--- src/rtl/ahb_arbiter_kemee_pkg.sv ---
// Shared AHB types for the kemee arbiter: transfer/burst encodings, arbiter
// states and the fixed-burst beat-count helper.
package AHB_package;

   typedef enum logic [1:0] {
      IDLE   = 2'd0,
      BUSY   = 2'd1,
      NONSEQ = 2'd2,
      SEQ    = 2'd3
   } htrans_t;

   typedef enum logic [2:0] {
      SINGLE = 3'd0,
      INCR   = 3'd1,
      WRAP4  = 3'd2,
      INCR4  = 3'd3,
      WRAP8  = 3'd4,
      INCR8  = 3'd5,
      WRAP16 = 3'd6,
      INCR16 = 3'd7
   } hburst_t;

   typedef enum logic [1:0] {
      ARB   = 2'd0,
      BURST = 2'd1,
      LOCK  = 2'd2
   } arb_state_t;

   localparam int BEAT_W = 4;

   // Number of SEQ beats that follow the NONSEQ of a fixed-length burst.
   function automatic logic [BEAT_W-1:0] burst_load(input hburst_t b);
      case (b)
         WRAP4,  INCR4:  return 4'd3;
         WRAP8,  INCR8:  return 4'd7;
         WRAP16, INCR16: return 4'd15;
         default:        return 4'd0;
      endcase
   endfunction

endpackage

--- src/rtl/ahb_arbiter_kemee_picker.sv ---
// Rotating-priority search: first requester after the current owner, owner
// last, default master when nobody requests.
module ahb_rr_picker #(
   parameter int MASTER_NUM     = 7,
   parameter int DEFAULT_MASTER = 0,
   parameter int MIDX_W         = $clog2(MASTER_NUM)
) (
   input  logic [MASTER_NUM-1:0] req_i,
   input  logic [MIDX_W-1:0]     owner_i,
   output logic [MASTER_NUM-1:0] grant_o,
   output logic [MIDX_W-1:0]     idx_o
);

   logic found;
   int   cand;

   always_comb begin
      found = 1'b0;
      cand  = 0;
      idx_o = MIDX_W'(DEFAULT_MASTER);
      for (int off = 1; off <= MASTER_NUM; off++) begin
         cand = (int'(owner_i) + off) % MASTER_NUM;
         if (!found && req_i[MIDX_W'(cand)]) begin
            found = 1'b1;
            idx_o = MIDX_W'(cand);
         end
      end
   end

   for (genvar gi = 0; gi < MASTER_NUM; gi++) begin : g_onehot
      assign grant_o[gi] = (idx_o == MIDX_W'(gi));
   end

endmodule

--- src/rtl/ahb_arbiter_kemee.sv ---
// Address-phase arbiter: round-robin grant that is frozen across fixed-length
// bursts and locked sequences, plus the lagging data-phase select.
module ahb_arbiter_kemee
   import AHB_package::*;
#(
   parameter int MASTER_NUM     = 7,
   parameter int DEFAULT_MASTER = 0,
   parameter int MIDX_W         = $clog2(MASTER_NUM)
) (
   input  logic                  HCLK,
   input  logic                  HRESETn,
   input  logic [MASTER_NUM-1:0] hbusreq,
   input  logic [MASTER_NUM-1:0] hlock,
   input  logic [1:0]            htrans,
   input  logic [2:0]            hburst,
   input  logic                  hready,
   output logic [MASTER_NUM-1:0] hgrant,
   output logic [MIDX_W-1:0]     hmaster,
   output logic [MASTER_NUM-1:0] data_sel,
   output logic                  hmastlock
);

   localparam logic [MASTER_NUM-1:0] DEF_GRANT = MASTER_NUM'(1) << DEFAULT_MASTER;

   arb_state_t              state_q, state_d;
   logic [BEAT_W-1:0]       cnt_q, cnt_d;
   logic [MASTER_NUM-1:0]   hgrant_q, hgrant_d;
   logic [MIDX_W-1:0]       hmaster_q, hmaster_d;
   logic [MASTER_NUM-1:0]   data_sel_q, data_sel_d;
   logic                    hmastlock_q, hmastlock_d;

   htrans_t                 trans;
   logic [BEAT_W-1:0]       load;
   logic                    fixed_start, owner_lock, arb_ok;
   logic [MASTER_NUM-1:0]   pick_grant;
   logic [MIDX_W-1:0]       pick_idx;

   assign trans       = htrans_t'(htrans);
   assign load        = burst_load(hburst_t'(hburst));
   assign fixed_start = hready && (trans == NONSEQ) && (load != '0);
   assign owner_lock  = hlock[hmaster_q];

   ahb_rr_picker #(
      .MASTER_NUM     (MASTER_NUM),
      .DEFAULT_MASTER (DEFAULT_MASTER),
      .MIDX_W         (MIDX_W)
   ) u_picker (
      .req_i   (hbusreq),
      .owner_i (hmaster_q),
      .grant_o (pick_grant),
      .idx_o   (pick_idx)
   );

   always_ff @(posedge HCLK or negedge HRESETn) begin
      if (!HRESETn) state_q <= ARB;
      else          state_q <= state_d;
   end

   // A fixed burst starting in LOCK is never an arbitration point, so a lock
   // released on a burst's NONSEQ still cannot split that burst.
   always_comb begin
      state_d = state_q;
      arb_ok  = 1'b0;
      case (state_q)
         ARB: begin
            arb_ok = hready && !fixed_start;
            if (fixed_start)             state_d = BURST;
            else if (arb_ok && owner_lock) state_d = LOCK;
         end
         BURST: begin
            arb_ok = hready && (((trans == SEQ) && (cnt_q == 4'd1)) || (trans == IDLE));
            if (arb_ok) state_d = owner_lock ? LOCK : ARB;
         end
         LOCK: begin
            if (fixed_start) state_d = BURST;
            else begin
               arb_ok = hready && !owner_lock;
               if (arb_ok) state_d = ARB;
            end
         end
         default: state_d = ARB;
      endcase
   end

   always_comb begin
      cnt_d       = cnt_q;
      hgrant_d    = hgrant_q;
      hmaster_d   = hmaster_q;
      data_sel_d  = data_sel_q;
      hmastlock_d = hmastlock_q;
      if (hready) begin
         data_sel_d = hgrant_q;
         case (trans)
            NONSEQ: begin
               cnt_d       = load;
               hmastlock_d = owner_lock;
            end
            SEQ: begin
               if (cnt_q != '0) cnt_d = cnt_q - 4'd1;
               hmastlock_d = owner_lock;
            end
            IDLE: begin
               cnt_d       = '0;
               hmastlock_d = 1'b0;
            end
            default: ;
         endcase
      end
      if (arb_ok && !owner_lock) begin
         hgrant_d  = pick_grant;
         hmaster_d = pick_idx;
      end
   end

   always_ff @(posedge HCLK or negedge HRESETn) begin
      if (!HRESETn) begin
         cnt_q       <= '0;
         hgrant_q    <= DEF_GRANT;
         hmaster_q   <= MIDX_W'(DEFAULT_MASTER);
         data_sel_q  <= DEF_GRANT;
         hmastlock_q <= 1'b0;
      end else begin
         cnt_q       <= cnt_d;
         hgrant_q    <= hgrant_d;
         hmaster_q   <= hmaster_d;
         data_sel_q  <= data_sel_d;
         hmastlock_q <= hmastlock_d;
      end
   end

   assign hgrant    = hgrant_q;
   assign hmaster   = hmaster_q;
   assign data_sel  = data_sel_q;
   assign hmastlock = hmastlock_q;

endmodule

--- config.mk ---
export PLATFORM = sky130hd
export DESIGN_NAME = ahb_arbiter_kemee
export DESIGN_NICKNAME = d
export VERILOG_FILES = /design/src/rtl/ahb_arbiter_kemee_pkg.sv /design/src/rtl/ahb_arbiter_kemee_picker.sv /design/src/rtl/ahb_arbiter_kemee.sv
export SDC_FILE = /design/constraint.sdc
export NUM_CORES = 1
export LEC_CHECK = 0
export CORE_MARGIN = 5
export CORE_UTILIZATION = 59
export DETAILED_ROUTE_END_ITERATION = 10
export GPL_TIMING_DRIVEN = 0
export PLACE_DENSITY_LB_ADDON = 0.08
export SYNTH_ARGS = -nofsm -noshare
export SYNTH_HDL_FRONTEND = slang
export SYNTH_SLANG_ARGS = --single-unit
export TNS_END_PERCENT = 50
--- constraint.sdc ---
create_clock -name HCLK -period 6.1 [get_ports HCLK]
set_input_delay 0.915 -clock HCLK [delete_from_list [all_inputs] [get_ports HCLK]]
set_output_delay 0.915 -clock HCLK [all_outputs]
set_load 0.1 [all_outputs]
==> run metrics <==
status completed; Fin. Hold Viols 0; Core ar. 6390 sq um; chain of cells forming the critical path inv_1, buf_2, ha_1, xor2_4, inv_4, ha_1, ha_1, a31oi_1, xnor2_1, ha_1, or4b_2, nand4_2, nor4b_1, o21a_2, nor3b_2, a21oi_1, a31o_2, o22ai_1, o31ai_1; post-layout util 68.8%; DRT Pass-1 Iters 5; Routed WL 10.7 mm; hold_ws 0.492 ns; CTS resizes 0; DRC viols 0; cell taking the most area after synthesis dfrtp_1; worst min-delay path endpoint hmastlock$_DFFE_PN0P_; largest net degree at the start of global routing 25; worst path required time 6.24 ns; die area 8320 sq um; Final Critical Period 5.74 ns; Netlist Area Pre-Place 3890 sq um; critical path class flip-flop to flip-flop; worst-margin pin slew 1.07 ns; CP arrival 5.88 ns; post-synthesis cell type count 96; Crit. End Element flip-flop; EDFF count, synth 0; first-pass GRT wire length 17.3 mm; Area Growth Syn to Fin 12.9%; NumNets Final 547; layout cell share with drive strength beyond 1 15.0%; sequential fraction of the synthesis area 15.5%; # port buffers 33; Register-to-Register Path Depth 19; CP Launch Type flip-flop; max-cap viol count 0; CTS buffer count 3; CTS tree yes; GRT Residual Overflow 0; # diodes 0; Longest Clk Path Bufs 2; Mapped Nets 509; Iteration-0 DRC Markers 259; flop2flop setup slack 0.36 ns; Reg-to-Reg Start hmaster[0]$_DFFE_PN0P_; Final setup viols 0; Via-to-Cell Ratio 6.59; Finished Layout Cells 569; FMAX 174 MHz; vias 3751; total global-route track usage 24.7%; Hold Path Class flip-flop to flip-flop; total negative slack 0 ns; Critical-path top delay cell or4b_2; reg2reg end hgrant[4]$_DFFE_PN0P_; Die W 91.2 um; delay of the slowest critical-path stage 0.70 ns; crit-path leading delay family compound AO/OA/AOI/OAI gates; Skew-Pair Late Insertion Delay 0.27 ns; register bit total from synthesis 24; Slew Limit Fails 0; Routed Antenna Nets 0; RSZ-0062 raised after global routing false; leading register cell type out of synthesis dfrtp_1; Final period util 94.0%; Async SR Flop Fraction 100%; crit path buf inv count 3; most frequent cells after synthesis ha_1, o21ai_0, nand2_1; Initial Utilization 61.0%; per-cell routed wire length 18.9 um; Clock Skews 0.00218 ns; hold_sp hmastlock$_DFFE_PN0P_; antenna violations before repair 0; # rows 29; detailed placer's ending HPWL 8.22 mm; Sink Count 24; Die H 91.2 um; vias in the first global route 3488; Mapped Cells 455; ranking of synthesized cells by area dfrtp_1, ha_1, mux2i_1, o21ai_0, mux2_2; YS warnings 0; Critical Path Fanout Max 14; Clock Pin Slew Worst Setup and Hold Paths 0.08 ns; Most common cell on crit path ha_1; CTS Root Cell clkbuf_8; hold_buf cts 0; worst slew margin relative to its limit 28.6%; top-area cell type share of the netlist area 14.1%; DP Cell Count 565; I/O pin cnt 40; WHS Path Cells 2; Placer Congestion 0.960; Setup Fix Bufs, Post-CTS 0; H-tree Lvls 1; syn_area_per_cell 8.56 sq um
area by class of cell:
class,count,area [sq um]
multi-input cells,381,3070
fillers,556,1990
flip-flops and latches,24,606
repair buffers,33,330
plain buffers,26,129
well taps,77,96.3
inverters,24,92.6
clock buffers,3,41.3
clock inverters,1,30.0
metrics by stage:
step,cell area [sq um],setup WS [ns]
2_1_floorplan,3890,0.398
3_3_place_gp,4320,0.329
3_5_place_dp,4320,0.279
4_1_cts,4390,0.211
5_1_grt,4390,0.0730
6_report,4390,0.363
state kept, by name, summed over array words and instances, names as in the netlist:
register and cells:
hmaster 3, state_q 2, hmastlock 1, data_sel 7
cnt_q 4, hgrant 7
worst max path at each step:
stage | start | endpoint | slack [ns] | cells after the start
after floorplan | hmaster[0]$_DFFE_PN0P_ | hgrant[2]$_DFFE_PN0P_ | 0.40 | 21
after global placement | hmaster[0]$_DFFE_PN0P_ | hgrant[4]$_DFFE_PN0P_ | 0.33 | 21
after detailed placement | hmaster[0]$_DFFE_PN0P_ | hgrant[4]$_DFFE_PN0P_ | 0.28 | 21
after CTS | hmaster[0]$_DFFE_PN0P_ | hgrant[4]$_DFFE_PN0P_ | 0.21 | 21
after global routing | hmaster[1]$_DFFE_PN0P_ | hgrant[6]$_DFFE_PN0P_ | 0.07 | 21
final | hmaster[0]$_DFFE_PN0P_ | hgrant[4]$_DFFE_PN0P_ | 0.36 | 19
cell families (layout without fill, tap and decap cells):
logic type      Yosys count  in the layout  synth area share (%)
fa+ha+maj                32             32                  10.3
mux                      40             40                  11.8
flops                    24             24                  15.5
compound gates          150            150                  30.3
buf+inv                  50             87                  5.69
simple gates            145            145                  22.2
xor+xnor                 14             14                  4.31
cells in the final DEF, fill, tap and decap left out, types with 8 or more instances in the layout:
cell,instances
a21oi_1,17
a31oi_1,10
buf_2,8
clkbuf_1,10
clkdlybuf4s50_1,33
dfrtp_1,20
ha_1,32
inv_1,22
mux2_2,13
mux2i_1,23
nand2_1,30
nand3_1,20
nand3b_1,8
nor2_1,24
nor2b_1,10
nor3_1,8
o21ai_0,32
o31ai_1,8
xnor2_1,10
layer usage:
layer  GRT usage (%)  routed length (um)  share of wire (%)
met3            4.30                 646                6.0
met2            41.5                5210                 48
met4            5.50                 177                1.6
met1            33.1                4710                 44
met5               0                   0                  0
tightest hold or removal path, stage by stage (launching register included):
cell and delay, ns:
dfrtp_1 0.35, nand2_1 0.05, o31ai_1 0.06
Power is not shown: default switching activity piles up to over one toggle a cycle in this logic, so the estimate is an artifact.
